## src/rtl/alu_share_arbiter.sv

```systemverilog
// alu_share_arbiter
//   Shares one combinational ALU between two requesters. Operations are
//   accepted over valid/ready, granted round-robin, registered into the ALU
//   inputs for one cycle, and the captured result is returned on a single
//   response channel tagged with the owning requester.
//
//   Handshake rule (all channels): a transfer happens on a rising clock edge
//   where valid and ready are both high; a producer holds its payload stable
//   while valid=1 and ready=0.
//
//   Optional feature: define ALU_ARB_STATS_EN to add the per-requester
//   saturating grant counters gnt_cnt0/gnt_cnt1.
//
//   fsm_state exposes the sequencer state (0 IDLE, 1 EXEC, 2 RESP) for
//   observation only.

module alu_share_arbiter #(
    parameter int WIDTH  = 32,
    parameter int CTRL_W = 3,
    parameter int CNT_W  = 16
) (
    input  logic              clk,
    input  logic              rst_n,

    input  logic              req0_valid,
    output logic              req0_ready,
    input  logic [WIDTH-1:0]  req0_a,
    input  logic [WIDTH-1:0]  req0_b,
    input  logic [CTRL_W-1:0] req0_ctrl,

    input  logic              req1_valid,
    output logic              req1_ready,
    input  logic [WIDTH-1:0]  req1_a,
    input  logic [WIDTH-1:0]  req1_b,
    input  logic [CTRL_W-1:0] req1_ctrl,

    output logic [WIDTH-1:0]  alu_scrA,
    output logic [WIDTH-1:0]  alu_scrB,
    output logic [CTRL_W-1:0] alu_ctrl,
    input  logic [WIDTH-1:0]  alu_result,
    input  logic              alu_zero,

    output logic              rsp_valid,
    input  logic              rsp_ready,
    output logic              rsp_id,
    output logic [WIDTH-1:0]  rsp_result,
    output logic              rsp_zero,

    output logic [1:0]        fsm_state
`ifdef ALU_ARB_STATS_EN
    ,
    output logic [CNT_W-1:0]  gnt_cnt0,
    output logic [CNT_W-1:0]  gnt_cnt1
`endif
);

    typedef enum logic [1:0] {
        IDLE = 2'd0,
        EXEC = 2'd1,
        RESP = 2'd2
    } state_t;

    state_t            state;
    logic              last_grant;
    logic [WIDTH-1:0]  op_a;
    logic [WIDTH-1:0]  op_b;
    logic [CTRL_W-1:0] op_ctrl;
    logic              gnt0;
    logic              gnt1;

    // Round-robin grant, only offered while idle; a tie goes to the
    // requester that did not win last time.
    always_comb begin
        gnt0 = 1'b0;
        gnt1 = 1'b0;
        if (state == IDLE) begin
            if (req0_valid && req1_valid) begin
                if (last_grant) gnt0 = 1'b1;
                else            gnt1 = 1'b1;
            end else if (req0_valid) begin
                gnt0 = 1'b1;
            end else if (req1_valid) begin
                gnt1 = 1'b1;
            end
        end
    end

    assign req0_ready = gnt0;
    assign req1_ready = gnt1;

    // The ALU always sees registered operands, never the live request buses.
    assign alu_scrA  = op_a;
    assign alu_scrB  = op_b;
    assign alu_ctrl  = op_ctrl;
    assign fsm_state = state;

    // Sequencer: accept -> one ALU cycle -> hold response until taken.
    always_ff @(posedge clk or negedge rst_n) begin
        if (!rst_n) begin
            state      <= IDLE;
            last_grant <= 1'b1;
            op_a       <= '0;
            op_b       <= '0;
            op_ctrl    <= '0;
            rsp_valid  <= 1'b0;
            rsp_id     <= 1'b0;
            rsp_result <= '0;
            rsp_zero   <= 1'b0;
        end else begin
            case (state)
                IDLE: begin
                    if (gnt0 || gnt1) begin
                        op_a       <= gnt1 ? req1_a    : req0_a;
                        op_b       <= gnt1 ? req1_b    : req0_b;
                        op_ctrl    <= gnt1 ? req1_ctrl : req0_ctrl;
                        rsp_id     <= gnt1;
                        last_grant <= gnt1;
                        state      <= EXEC;
                    end
                end
                EXEC: begin
                    rsp_result <= alu_result;
                    rsp_zero   <= alu_zero;
                    rsp_valid  <= 1'b1;
                    state      <= RESP;
                end
                RESP: begin
                    if (rsp_ready) begin
                        rsp_valid <= 1'b0;
                        state     <= IDLE;
                    end
                end
                default: begin
                    rsp_valid <= 1'b0;
                    state     <= IDLE;
                end
            endcase
        end
    end

`ifdef ALU_ARB_STATS_EN
    // Per-requester accept counters that stick at all-ones.
    always_ff @(posedge clk or negedge rst_n) begin
        if (!rst_n) begin
            gnt_cnt0 <= '0;
            gnt_cnt1 <= '0;
        end else begin
            if (gnt0 && (gnt_cnt0 != '1)) gnt_cnt0 <= gnt_cnt0 + 1'b1;
            if (gnt1 && (gnt_cnt1 != '1)) gnt_cnt1 <= gnt_cnt1 + 1'b1;
        end
    end
`endif

endmodule
```

## config.mk

```make
export PLATFORM = sky130hd
export DESIGN_NAME = alu_share_arbiter
export DESIGN_NICKNAME = d
export VERILOG_FILES = /design/src/rtl/alu_share_arbiter.sv
export SDC_FILE = /design/constraint.sdc
export NUM_CORES = 1
export LEC_CHECK = 0
export ABC_AREA = 0
export CORE_UTILIZATION = 39
export CTS_CLUSTER_SIZE = 14
export DETAILED_ROUTE_END_ITERATION = 8
export PLACE_DENSITY_LB_ADDON = 0.15
export SYNTH_ARGS = -nofsm -noshare
export SYNTH_HDL_FRONTEND = slang
export SYNTH_SLANG_ARGS = --single-unit
```

## constraint.sdc

```tcl
create_clock -name clk -period 4.1 [get_ports clk]
set_input_delay 0.41 -clock clk [delete_from_list [all_inputs] [get_ports clk]]
set_output_delay 0.41 -clock clk [all_outputs]
set_load 0.1 [all_outputs]
```

==> summary.txt, run 1 <==
Die Y -> 108 um
Crit-path max FO -> 7
Tmin final -> 2.52 ns
CORE AREA -> 0.0108 mm^2
Worst skew pair latency -> 0.35 ns
Slew at the pin closest to its max-slew limit -> 1.04 ns
CP Data Arrival Time -> 2.11 ns
Sequential cell area -> 0.00263 mm^2
Cells after Synth -> 322
Vias in the first global route -> 4002
Hold bufs inserted after CTS -> 0
Layout cell share with drive strength beyond 1 -> 10.7%
Top delay family on crit path -> buffers and inverters
# resized after CTS -> 0
Final Max Tran Viols -> 0
Crit-path max cell delay -> 1.25 ns
PortBufs -> 277
Routed Antenna Nets -> 0
Root buffer cell -> clkbuf_8
Seq/Total Area, Yosys -> 60.5%
Met2 WL -> 6890 um
Syn Nets -> 494
Yosys cell types -> 21
Clock transition at path regs -> 0.10 ns
Cell row count -> 38
Vias/cell -> 5.43
Clock Tree Buf Depth -> 2
Initial antenna violation count -> 0
Number of remaining DRC errors -> 0
Clock Skew -> 0.0102 ns
Postcts setup bufs -> 0
Hold Path Class -> input pin to asynchronous set/reset pin
Dpl hpwl -> 9960 um
Crit path buffers/inverters -> 1
Gr usage total -> 24.5%
Crit path required time -> 3.69 ns
Synth-to-layout area growth -> 70.3%
Initial Util -> 40.1%
Synth warn -> 0
Top layer in use -> met4
Ant diodes -> 0
DR pass1 iterations -> 4
Worst setup path class -> flop to output pin
Fin crit share -> 61.3%
Gpl congestion -> 0.807
Vias -> 3948
Unrepaired setup endpoints after global routing -> false
DR WL met3 -> 1250 um
I/O pins -> 278
Met1 wire length -> 5590 um
# fillers -> 844
Status -> finished, final reports clean
Crit path max-delay cell type -> clkdlybuf4s50_1
Final setup fails -> 0
Crit end category -> output pin
Final hold vios -> 0
CP startpoint kind -> flop
Setup TNS Final -> 0 ns
Multi-input gate area -> 0.00157 mm^2
Clock H-tree levels -> 3
Avg Cell Area, Syn -> 13.5 um^2
DRT iter0 DRCs -> 281
Placed cell areas -> 0.00720 mm^2
WL per Instance -> 19.6 um
Clk sinks -> 105
Grt ovf -> 0
Mapped cell area -> 0.00435 mm^2
Die area -> 0.0116 mm^2
Flops & latches, synth -> 105
Critical path depth -> 1
Reg2Reg Depth -> 4
Final Instance Area -> 0.00740 mm^2
MaxCap Viol Count -> 0
Cells along the critical path -> clkdlybuf4s50_1
First-pass GRT wire length -> 21400 um
Die W -> 108 um
CTS tree -> built
Post-Route WL -> 14200 um
NumNets Final -> 755
CTS Buf Count -> 9
Largest net degree at the start of global routing -> 81
Fmax achieved -> 0.398 GHz
Slew headroom -> 30.2%
## logic make-up after synthesis
| logic type | after synthesis | share of synthesized area (%) |
|---|---|---|
| buffers and inverters | 35 | 3.83 |
| AND/OR/NAND/NOR | 75 | 10.7 |
| multiplexers | 33 | 8.55 |
| flip-flops | 105 | 60.5 |
| AO/OA/AOI/OAI | 74 | 16.4 |
## cell usage after synthesis
| cell type | count | share of area [%] |
|---|---|---|
| dfrtp_1 | 104 | 60 |
| nor3b_2 | 1 | 0.29 |
| a21oi_1 | 2 | 0.23 |
| o21ai_1 | 1 | 0.12 |
| buf_6 | 3 | 0.78 |
| nor2_1 | 2 | 0.17 |
| o21ai_0 | 1 | 0.12 |
| a21o_1 | 2 | 0.35 |
| dfstp_2 | 1 | 0.60 |
| nand2_1 | 2 | 0.17 |
| and3_1 | 68 | 9.8 |
| nand2b_1 | 1 | 0.14 |
| mux2_2 | 33 | 8.6 |
| clkbuf_1 | 22 | 1.9 |
| buf_4 | 1 | 0.17 |
| clkbuf_2 | 1 | 0.12 |
| nor2b_1 | 1 | 0.14 |
| buf_2 | 6 | 0.69 |
| a221o_1 | 67 | 15 |
| inv_1 | 2 | 0.17 |
| o21a_1 | 1 | 0.17 |
## per-stage QoR
| stage | instances | hold WS (ns) | setup slack, ns | utilization, % |
|---|---|---|---|---|
| after floorplan | 322 | 0.114 | 1.57 | - |
| after global placement | 712 | 0.461 | 1.69 | 66.4 |
| after detailed placement | 712 | 0.467 | 1.63 | 66.4 |
| after CTS | 727 | 0.250 | 1.58 | 68.3 |
| after global routing | 727 | 0.300 | 1.54 | 68.3 |
| final | 727 | 0.216 | 1.58 | 68.3 |
## state kept, by name, indices dropped and copies added (netlist names)
name        cells
rsp_valid       1
rsp_id          1
alu_scrB       32
rsp_result     32
last_grant      1
rsp_zero        1
fsm_state       2
alu_ctrl        3
alu_scrA       32
## per-layer routing
metal	up-vias	global-route usage [%]
li1	1778	-
met2	208	40.9
met4	0	11.8
met5	-	0
met1	1928	29.7
met3	34	5.93
## final cells by class
| cell class | instances | area share (%) |
|---|---|---|
| Timing Repair Buffer | 283 | 38.0 |
| Sequential cell | 105 | 35.5 |
| Multi-Input combinational cell | 182 | 21.3 |
| Tap cell | 140 | 2.37 |
| Clock buffer | 11 | 2.05 |
| Clock inverter | 4 | 0.710 |
| Inverter | 2 | 0.101 |
## path summary, 6_finish.rpt
kind | from | to | slack [ns]
worst max-delay path | fsm_state[0] | fsm_state[0] | 1.58
worst min register to register | rsp_id | rsp_id | 0.48
min in group clk | rsp_id | rsp_id | 0.48
worst min-delay path | rst_n | alu_scrB[31] | 0.22
worst max register to register | fsm_state[0] | alu_scrA[7] | 2.05
max in group asynchronous | rst_n | rsp_id | 2.94
## layout by cell type, fill, tap and decap left out, drive strengths merged, types with 3 or more instances in the layout
cell type / instances
a221o: 67
and3: 68
buf: 9
clkbuf: 11
clkdlybuf4s50: 274
clkinvlp: 3
dfrtp: 104
mux2: 33
Power of run 1 is not shown: default switching activity piles up to over one toggle a cycle in this logic, so the estimate is an artifact.
==> inputs of run 2 (changes only) <==
--- a/config.mk
+++ b/config.mk
@@ -6,7 +6,7 @@
 export NUM_CORES = 1
 export LEC_CHECK = 0
 export ABC_AREA = 0
-export CORE_UTILIZATION = 39
+export CORE_UTILIZATION = 33
 export CTS_CLUSTER_SIZE = 14
 export DETAILED_ROUTE_END_ITERATION = 8
 export PLACE_DENSITY_LB_ADDON = 0.15
==> constraint.sdc (replaced) <==
create_clock -name clk -period 2 [get_ports clk]
set_input_delay 0.2 -clock clk [delete_from_list [all_inputs] [get_ports clk]]
set_output_delay 0.2 -clock clk [all_outputs]
set_load 0.1 [all_outputs]
==> summary.txt, run 2 (synthesis gave the netlist of run 1 again) <==
Fin crit share -> 95.1%
R2R Setup Slk -> 0.45 ns (-1.60 ns)
Die W -> 117 um (+8.5%)
CP Data Arrival Time -> 1.70 ns (-0.41 ns)
Postcts setup bufs -> 0 (unchanged)
Commonest non-fill, non-tap cell in the layout -> clkdlybuf4s50_1
Worst setup path class -> flop to output pin
Slew headroom -> 59.1% (+29 points)
Clock H-tree levels -> 3 (unchanged)
CTS Buf Count -> 9 (unchanged)
Hold Path Class -> input pin to asynchronous set/reset pin
Critical path depth -> 4 (+3)
Met3 Track Usage GR -> 6.38% (+0.45 points)
I/O pins -> 278 (unchanged)
Vias/cell -> 5.04 (-7.3%)
CP most frequent cell -> buf_12
Status -> finished, final reports clean
Ant diodes -> 0 (unchanged)
Most frequent cells in the layout -> clkdlybuf4s50_1 (170), buf_4 (111), dfrtp_1 (102)
Initial Util -> 34.2% (-5.9 points)
PortBufs -> 277 (unchanged)
Worst skew pair latency -> 0.35 ns (about the same)
Clk sinks -> 105 (unchanged)
Grt ovf -> 0 (unchanged)
Synth-to-layout area growth -> 72.5%
MaxCap Viol Count -> 0 (unchanged)
Initial antenna violation count -> 0 (unchanged)
Setup TNS Final -> 0 ns (unchanged)
Origin of the worst setup path -> fsm_state[0]
NumNets Final -> 762 (+0.93%)
Gr usage total -> 20.1% (-4.5 points)
Root buffer cell -> clkbuf_16
Dpl hpwl -> 9660 um (-3.0%)
CP startpoint kind -> flop
Grt peak-use layer -> met2
Met2 usage -> 35.1% (-5.7 points)
CTS tree -> built
Clock Tree Buf Depth -> 2 (unchanged)
Crit end category -> output pin
Crit path to -> req1_ready
Slew at the pin closest to its max-slew limit -> 0.614 ns (-0.430 ns)
Vias -> 3863 (-2.2%)
Cells along the critical path -> nor2_2, and3_4, buf_12, buf_12
Crit-path max cell delay -> 0.47 ns (-0.78 ns)
DRT iter0 DRCs -> 226 (-20%)
Final Instance Area -> 0.00750 mm^2 (+1.3%)
Gpl congestion -> 0.756 (-6.4%)
Vias in the first global route -> 3845 (-3.9%)
Reg-to-reg endpoint -> alu_scrA[18]
Unrepaired setup endpoints after global routing -> false
Die area -> 0.0136 mm^2 (+18%)
WL per Instance -> 18.7 um (-4.5%)
Final Max Tran Viols -> 0 (unchanged)
# fillers -> 1075 (+27%)
Reg2Reg Depth -> 4 (unchanged)
Fmax achieved -> 0.526 GHz
Worst r2r src -> fsm_state[0]
Placed cell areas -> 0.00709 mm^2 (-1.5%)
Routed Antenna Nets -> 0 (unchanged)
Final hold vios -> 0 (unchanged)
Crit path max-delay cell type -> dfrtp_2
First-pass GRT wire length -> 20500 um (-4.5%)
Tmin final -> 1.90 ns
DR pass1 iterations -> 4 (unchanged)
Clock transition at path regs -> 0.07 ns (-0.03 ns)
Crit path buffers/inverters -> 2 (+1)
Cell row count -> 41 (+7.9%)
Die Y -> 117 um (+8.5%)
Final setup fails -> 0 (unchanged)
Layout cell share with drive strength beyond 1 -> 29.9% (+19 points)
Top delay family on crit path -> simple AND/OR/NAND/NOR gates
CORE AREA -> 0.0127 mm^2 (+17%)
Post-Route WL -> 14300 um (+0.75%)
GR Util met1 -> 23.1% (-6.6 points)
Largest net degree at the start of global routing -> 106 (+31%)
Crit-path max FO -> 23 (+16)
Number of remaining DRC errors -> 0 (unchanged)
Crit path required time -> 1.80 ns (-1.89 ns)
Clock Skew -> 0.00528 ns (-0.00490 ns)
## run 2: layout make-up
cell class | count | area [um^2] | share of cell area [%]
clock buffer | 9 | 225 | 3.00
clock inverter | 7 | 119 | 1.59
inverter | 2 | 11.3 | 0.150
multi-input combinational | 182 | 1580 | 21.1
sequential | 105 | 2630 | 35.1
tap | 172 | 215 | 2.87
timing repair buffer | 290 | 2720 | 36.2
## run 2: timing repair
action	CTS	global route
gates resized for setup	1	1
setup endpoints to repair	1	2
hold endpoints to repair	104	0
hold buffers	1	0
cloned	0	2
## run 2: layer usage
| metal | routed length, um | vias up |
|---|---|---|
| li1 | - | 1791 |
| met1 | 5670 | 1891 |
| met2 | 7320 | 163 |
| met3 | 1090 | 18 |
| met4 | 250 | 0 |
| met5 | 0 | - |
## run 2: per-stage QoR
step / hold WS, ns / setup WS [ns] / cells / utilization, %
2_1_floorplan: -0.0956 / 0.00115 / 322 / -
3_3_place_gp: 0.314 / 0.247 / 748 / 55.7
3_5_place_dp: 0.323 / 0.216 / 748 / 55.7
4_1_cts: 0.439 / 0.0265 / 765 / 58.5
5_1_grt: 0.445 / 0.0275 / 767 / 58.9
6_report: 0.411 / 0.0973 / 767 / 58.9
## run 2: worst min path at each step
stage	slack, ns	from	to	cells past startpoint
2_1_floorplan	-0.1	rst_n	alu_ctrl[0]	0
3_3_place_gp	0.31	rst_n	alu_scrA[29]	2
3_5_place_dp	0.32	rst_n	alu_scrA[29]	2
4_1_cts	0.44	alu_result[11]	rsp_result[11]	2
5_1_grt	0.45	alu_result[1]	rsp_result[1]	2
6_report	0.41	rst_n	alu_scrA[27]	3
## run 2: worst min-delay path, delay by kind of cell
| family | cells | cell delay, ns |
|---|---|---|
| buf+inv | 3 | 1.02 |
Power of run 2 is left out for the same reason.
==> inputs of run 3 (changes only) <==
--- a/config.mk
+++ b/config.mk
@@ -7,8 +7,9 @@
 export LEC_CHECK = 0
 export ABC_AREA = 0
 export CORE_UTILIZATION = 33
-export CTS_CLUSTER_SIZE = 14
+export CTS_CLUSTER_SIZE = 30
 export DETAILED_ROUTE_END_ITERATION = 8
+export GPL_ROUTABILITY_DRIVEN = 0
 export PLACE_DENSITY_LB_ADDON = 0.15
 export SYNTH_ARGS = -nofsm -noshare
 export SYNTH_HDL_FRONTEND = slang
==> results of run 3 <==
Same layout as run 2: the final DEF is identical, and so are final timing and power.
Power of run 3 is left out for the same reason.
